$ cat config.mk
export PLATFORM = sky130hd
export DESIGN_NAME = photon_window_sampler
export DESIGN_NICKNAME = d
export VERILOG_FILES = /design/src/rtl/photon_pkg.sv /design/src/rtl/photon_win_fifo.sv /design/src/rtl/photon_window_sampler.sv
export SDC_FILE = /design/constraint.sdc
export NUM_CORES = 1
export LEC_CHECK = 0
export BUFFER_PORTS_ARGS = -buffer_cell sky130_fd_sc_hd__buf_2
export CORE_MARGIN = 5
export CORE_UTILIZATION = 61
export DETAILED_ROUTE_END_ITERATION = 12
export PLACE_DENSITY_LB_ADDON = 0.15
export SYNTH_ARGS = -nofsm -noshare
export SYNTH_HDL_FRONTEND = slang
export SYNTH_SLANG_ARGS = --single-unit
$ cat constraint.sdc
create_clock -name g_clk -period 7.25 [get_ports g_clk]
set_clock_uncertainty 0.1 [all_clocks]
set_input_delay 1.8125 -clock g_clk [delete_from_list [all_inputs] [get_ports g_clk]]
set_output_delay 1.8125 -clock g_clk [all_outputs]
set_load 0.02 [all_outputs]
$ cat src/rtl/photon_pkg.sv
// Shared types and constants for the photon window sampler.
// FSM state encoding, drop counter width and default count width.
package photon_pkg;

    typedef enum logic {
        IDLE = 1'b0,
        RUN  = 1'b1
    } state_t;

    localparam int DROP_W        = 16;
    localparam int COUNTSIZE_DEF = 32;

endpackage

$ cat src/rtl/photon_win_fifo.sv
// First-word-fall-through FIFO for window deltas.
// A push into a full FIFO is accepted when a pop happens in the same cycle.
module photon_win_fifo #(
    parameter int W  = 32,
    parameter int AW = 3
) (
    input  logic          i_clk,
    input  logic          i_rst_n,
    input  logic          i_push,
    input  logic          i_pop,
    input  logic [W-1:0]  i_din,
    output logic [W-1:0]  o_dout,
    output logic          o_full,
    output logic          o_empty,
    output logic [AW:0]   o_level
);

    localparam int DEPTH = 1 << AW;
    localparam logic [AW:0] FULL_LVL = (AW+1)'(DEPTH);

    logic [W-1:0]  r_mem [DEPTH];
    logic [AW-1:0] r_rd;
    logic [AW-1:0] r_wr;
    logic [AW:0]   r_cnt;
    logic [W-1:0]  r_last;

    logic w_empty;
    logic w_full;
    logic w_pop;
    logic w_push;

    assign w_empty = (r_cnt == '0);
    assign w_full  = (r_cnt == FULL_LVL);
    assign w_pop   = i_pop && !w_empty;
    assign w_push  = i_push && (!w_full || w_pop);

    assign o_full  = w_full;
    assign o_empty = w_empty;
    assign o_level = r_cnt;
    // Head is shown straight from storage; when empty the last popped word is held.
    assign o_dout  = w_empty ? r_last : r_mem[r_rd];

    // Storage write; contents are only visible once counted, so no reset needed.
    always_ff @(posedge i_clk) begin
        if (w_push) begin
            r_mem[r_wr] <= i_din;
        end
    end

    // Pointer, occupancy and last-popped-word bookkeeping.
    always_ff @(posedge i_clk or negedge i_rst_n) begin
        if (!i_rst_n) begin
            r_rd   <= '0;
            r_wr   <= '0;
            r_cnt  <= '0;
            r_last <= '0;
        end else begin
            if (w_push) begin
                r_wr <= r_wr + 1'b1;
            end
            if (w_pop) begin
                r_rd   <= r_rd + 1'b1;
                r_last <= r_mem[r_rd];
            end
            if (w_push && !w_pop) begin
                r_cnt <= r_cnt + 1'b1;
            end else if (w_pop && !w_push) begin
                r_cnt <= r_cnt - 1'b1;
            end
        end
    end

endmodule

$ cat src/rtl/photon_window_sampler.sv
// Samples a running photon count at fixed window boundaries and queues per-window deltas.
// Optional macro PHOTON_WIN_THRESH_EN adds g_thresh / g_above threshold flag.
module photon_window_sampler
    import photon_pkg::*;
#(
    parameter int COUNTSIZE = COUNTSIZE_DEF,
    parameter int WINSIZE   = 24,
    parameter int FIFO_AW   = 3
) (
    input  logic                 g_clk,
    input  logic                 g_rst_n,
    input  logic                 g_en,
    input  logic [WINSIZE-1:0]   g_win_len,
    input  logic [COUNTSIZE-1:0] g_photon_cnt,
    output logic [COUNTSIZE-1:0] g_win_data,
    output logic                 g_win_valid,
    input  logic                 g_win_ready,
    output logic [FIFO_AW:0]     g_fifo_level,
    output logic [DROP_W-1:0]    g_drop_cnt
`ifdef PHOTON_WIN_THRESH_EN
    ,
    input  logic [COUNTSIZE-1:0] g_thresh,
    output logic                 g_above
`endif
);

    state_t                 r_state;
    state_t                 w_state_nx;
    logic [WINSIZE-1:0]     r_timer;
    logic [WINSIZE-1:0]     w_timer_nx;
    logic [COUNTSIZE-1:0]   r_base;
    logic [COUNTSIZE-1:0]   w_base_nx;
    logic [DROP_W-1:0]      r_drop_cnt;

    logic [WINSIZE-1:0]     w_reload;
    logic [COUNTSIZE-1:0]   w_delta;
    logic                   w_push;
    logic                   w_pop;
    logic                   w_full;
    logic                   w_empty;
    logic                   w_drop;

    // A zero length behaves like a one-clock window.
    assign w_reload = (g_win_len == '0) ? '0 : g_win_len - 1'b1;
    // Modular subtraction keeps the delta right across counter wrap.
    assign w_delta  = g_photon_cnt - r_base;

    assign w_pop  = !w_empty && g_win_ready;
    assign w_drop = w_push && w_full && !w_pop;

    assign g_win_valid = !w_empty;
    assign g_drop_cnt  = r_drop_cnt;

    // State, timer and baseline registers.
    always_ff @(posedge g_clk or negedge g_rst_n) begin
        if (!g_rst_n) begin
            r_state <= IDLE;
            r_timer <= '0;
            r_base  <= '0;
        end else begin
            r_state <= w_state_nx;
            r_timer <= w_timer_nx;
            r_base  <= w_base_nx;
        end
    end

    // Next-state logic: arm on enable, count down, push a delta at each boundary.
    always_comb begin
        w_state_nx = r_state;
        w_timer_nx = r_timer;
        w_base_nx  = r_base;
        w_push     = 1'b0;
        unique case (r_state)
            IDLE: begin
                if (g_en) begin
                    w_state_nx = RUN;
                    w_base_nx  = g_photon_cnt;
                    w_timer_nx = w_reload;
                end
            end
            RUN: begin
                if (!g_en) begin
                    w_state_nx = IDLE;
                end else if (r_timer == '0) begin
                    w_push     = 1'b1;
                    w_base_nx  = g_photon_cnt;
                    w_timer_nx = w_reload;
                end else begin
                    w_timer_nx = r_timer - 1'b1;
                end
            end
            default: begin
                w_state_nx = IDLE;
            end
        endcase
    end

    // Saturating count of windows lost to a full FIFO.
    always_ff @(posedge g_clk or negedge g_rst_n) begin
        if (!g_rst_n) begin
            r_drop_cnt <= '0;
        end else if (w_drop && (r_drop_cnt != '1)) begin
            r_drop_cnt <= r_drop_cnt + 1'b1;
        end
    end

`ifdef PHOTON_WIN_THRESH_EN
    logic r_above;
    assign g_above = r_above;

    // Threshold flag updated at every boundary, cleared when sampling stops.
    always_ff @(posedge g_clk or negedge g_rst_n) begin
        if (!g_rst_n) begin
            r_above <= 1'b0;
        end else if (w_push) begin
            r_above <= (w_delta >= g_thresh);
        end else if (r_state == RUN && !g_en) begin
            r_above <= 1'b0;
        end
    end
`endif

    photon_win_fifo #(
        .W  (COUNTSIZE),
        .AW (FIFO_AW)
    ) u_fifo (
        .i_clk   (g_clk),
        .i_rst_n (g_rst_n),
        .i_push  (w_push),
        .i_pop   (w_pop),
        .i_din   (w_delta),
        .o_dout  (g_win_data),
        .o_full  (w_full),
        .o_empty (w_empty),
        .o_level (g_fifo_level)
    );

endmodule

==> results_dict.tcl <==
set metrics [dict create \
    syn_area_per_cell_um2 13.6 \
    num_antenna_cells 0 \
    hold_path_end "u_fifo.r_last[26]$_DFFE_PN0N_" \
    wl_per_cell_um 20.6 \
    yosysUniqueCellTypes 66 \
    rsz0062_at_grt "false" \
    io_pins 113 \
    crit_fanout 49 \
    first_iter_violations 1108 \
    initial_core_util_pct 61.9 \
    synthXorXnorAreaFrac_pct 3.45 \
    end_kind "output port" \
    ir_worst_vdd_mv 0.210 \
    vias 10900 \
    crit_chain "buf_4 > mux4_2 > mux2i_1 > a21oi_1 > buf_2" \
    yosysSeqAreaShare_pct 61.2 \
    grt_pass1_wl_mm 59.1 \
    synth-compound-area-share_pct 8.31 \
    final_net_count 1487 \
    drc 0 \
    area_growth_pct 12.8 \
    yosysTopAreaCell "edfxtp_1" \
    die-area_mm2 0.0317 \
    drt-total-wl_mm 37.0 \
    synthSimpleGateAreaFrac_pct 8.63 \
    crit_buf_inv 2 \
    die_w_um 178 \
    clkLatencyLatePin_ps 540 \
    postCtsHoldBufs 0 \
    p_per_area_mw_per_mm2 352 \
    routabilityCongestion 0.886 \
    worstSetupPathType "reg2out" \
    synth_edf_count 256 \
    required_ps 5340 \
    hp-start "u_fifo.r_last[26]$_DFFE_PN0N_" \
    ant_nets 0 \
    post_cts_buffers 0 \
    grt_usage_pct 23.9 \
    fin_ws_ps 2170 \
    core_mm2 0.0279 \
    grt_antenna_before_repair 1 \
    power.switching_uw 2290 \
    crit_slowest_cell "dfrtp_4" \
    rr_startpoint "r_timer[6]$_DFFE_PN0P_" \
    grt_max_degree 78 \
    synthFlopType "edfxtp_1" \
    dp_hpwl_mm 24.3 \
    tns_ps 0 \
    power.internal_uw 4560 \
    root_buffer "clkbuf_16" \
    finalHoldViolCount 0 \
    holdWs_ps 378 \
    dp_cells 1721 \
    nFillCells 1889 \
    slew_headroom_pct 20.6 \
    first_pass_iters 5 \
    multi_input_area_mm2 0.00631 \
    via_per_inst 6.09 \
    start_kind "flop" \
    hold_depth 2 \
    maxCapViolations 0 \
    worst-r2r-cell-count 7 \
    cts_resized 0 \
    synth_seq_cells 371 \
    p_clk_share_pct 28.0 \
    synth_top_family_by_area "multiplexers" \
    htreeDepth 2 \
    switching_share_pct 33.4 \
    syn-cell-area_mm2 0.0173 \
    outcome "completed" \
    drive_above_1_share_pct 21.9 \
    power_leakage_uw 0.00739 \
    synth_top_area_share_pct 44.6 \
    arrival_ps 3170 \
    synth_nets 1375 \
    syn_inst 1272 \
    numClockSinks 371 \
    place_ws_ps 2070 \
    period_minus_slack_ps 5080 \
    fmax_mhz 197 \
    worstMarginPinSlew_ps 1190 \
    final_max_slew_viol_count 0 \
    setup_violations 0 \
    seqPwrFrac_pct 41.1 \
    ys_top_cells_by_area "edfxtp_1 (45%), dfrtp_1 (17%), mux4_2 (8.4%)" \
    fin_cells 1792 \
    clkTransAtPathRegs_ps 60 \
    num_rows 61 \
    portBuffers 112 \
    yosys.area_share.adder_pct 3.21 \
    yosys_warnings 0 \
    r2r-end "u_fifo.r_mem[4][19]$_DFFE_PP_" \
    cts_tree "done" \
    fin_crit_sh_pct 70.1 \
    max_stage_delay_ps 1050 \
    gr-total-overflow 0 \
    p_comb_share_pct 30.9 \
    hold_path.class "reg2reg" \
    seq_area_mm2 0.0106 \
    cts.path.max_buffers 3 \
    synthMuxAreaShare_pct 12.7 \
    async_flop_share_pct 31.0 \
    numCtsBuffers 39 \
    die_y_um 178 \
    grt_pass1_vias 10900 \
    cp_top_family "flip-flops" \
    r2r_setup_slack_ps 2630 \
]
==> worst max-delay path by stage <==
stage	startpoint	to	cells past startpoint
global route	u_fifo.r_rd[0]$_DFFE_PN0N_	g_win_data[9]	5
floorplan	g_en	u_fifo.r_mem[1][0]$_DFFE_PP_	5
CTS	u_fifo.r_rd[0]$_DFFE_PN0N_	g_win_data[13]	5
global placement	g_photon_cnt[0]	u_fifo.r_mem[0][26]$_DFFE_PP_	11
detailed placement	g_photon_cnt[0]	u_fifo.r_mem[4][26]$_DFFE_PP_	11
finish	u_fifo.r_rd[0]$_DFFE_PN0N_	g_win_data[13]	5
==> power groups by stage <==
stage                     registers [uW]  clock network, uW  logic [uW]
after floorplan                     2740                  0        1580
after global placement              2850                  0        2070
after detailed placement            2860                  0        2110
after CTS                           2820               1950        2130
after global routing                2850               2040        2300
final                               2810               1910        2120
==> through the flow <==
step           area, um^2  total power, uW  utilization (%)
2_1_floorplan       17300             4320                -
3_3_place_gp        18200             4920             65.4
3_5_place_dp        18200             4970             65.4
4_1_cts             19500             6900             69.8
5_1_grt             19500             7200             69.8
6_report            19500             6850             69.8
==> layout by cell type, fill, tap and decap left out, types with 10 or more instances in the layout <==
master     instances
nand4_1           11
buf_4             14
mux2i_1           36
o211ai_1          10
dfrtp_1          112
nor4_1            10
nand2_1          109
nor3_1            18
a21oi_1           72
clkbuf_16         39
xor2_1            26
ha_1              41
mux2_2            35
o21ai_0           78
or4_1             11
nand2b_1          10
xnor2_1           42
buf_2            111
inv_1             52
edfxtp_1         256
mux4_2            64
nand3_1           18
nor2_1            83
==> tightest hold or removal path, stage by stage (launching register included) <==
cell,delay (ps)
dfrtp_1,340
nand2_1,40
o21ai_0,60
==> synthesized netlist by cell type, types with 3 or more instances <==
master    number
o21a_1         8
a21o_1         6
nand2_1      110
xor2_1        26
and3_1         6
o221ai_2       3
o31ai_1        7
a21oi_1       72
nand4_1       11
o21ai_0       78
mux2_2        35
o21ai_1        3
buf_1          8
o21bai_1       4
ha_1          41
mux2i_1       36
a31oi_1        7
inv_1         52
or3_1          8
clkbuf_1      40
nand2b_1      10
nor3_1        20
mux4_2        64
edfxtp_1     256
o22ai_1        3
o311ai_0       5
o211ai_1      10
nor2_1        89
or4_1         12
a211oi_1       5
xnor2_1       42
a22oi_1        8
nand3_1       18
dfrtp_1      115
nor4_1        10
buf_2          4
==> state kept, by name, indices dropped and copies added, names as in the netlist <==
signal and cells:
u_fifo.r_wr 3, u_fifo.r_rd 3, r_timer 24, u_fifo.o_level 4, r_base 32, u_fifo.r_mem 256
u_fifo.r_last 32, r_state 1, g_drop_cnt 16
==> cell type report <==
class / instances / share of cell area (%)
clock inverter: 22 / 1.09
tap: 378 / 2.43
inverter: 52 / 1.00
timing repair buffer: 125 / 3.40
clock buffer: 49 / 5.31
multi-input combinational: 795 / 32.4
sequential: 371 / 54.3
==> layer usage <==
metal / wire (um) / track usage [%]
met4: 635 / 5.45
met1: 16300 / 35.3
met3: 2460 / 3.84
met2: 17600 / 38.1
met5: 0 / 0
==> logic make-up after synthesis <==
family          count (synthesis)
fa+ha+maj                      43
compound gates                235
flops                         371
simple gates                  314
xor+xnor                       68
buf+inv                       106
mux                           135
Note: power is estimated with default switching activity, not from simulation.
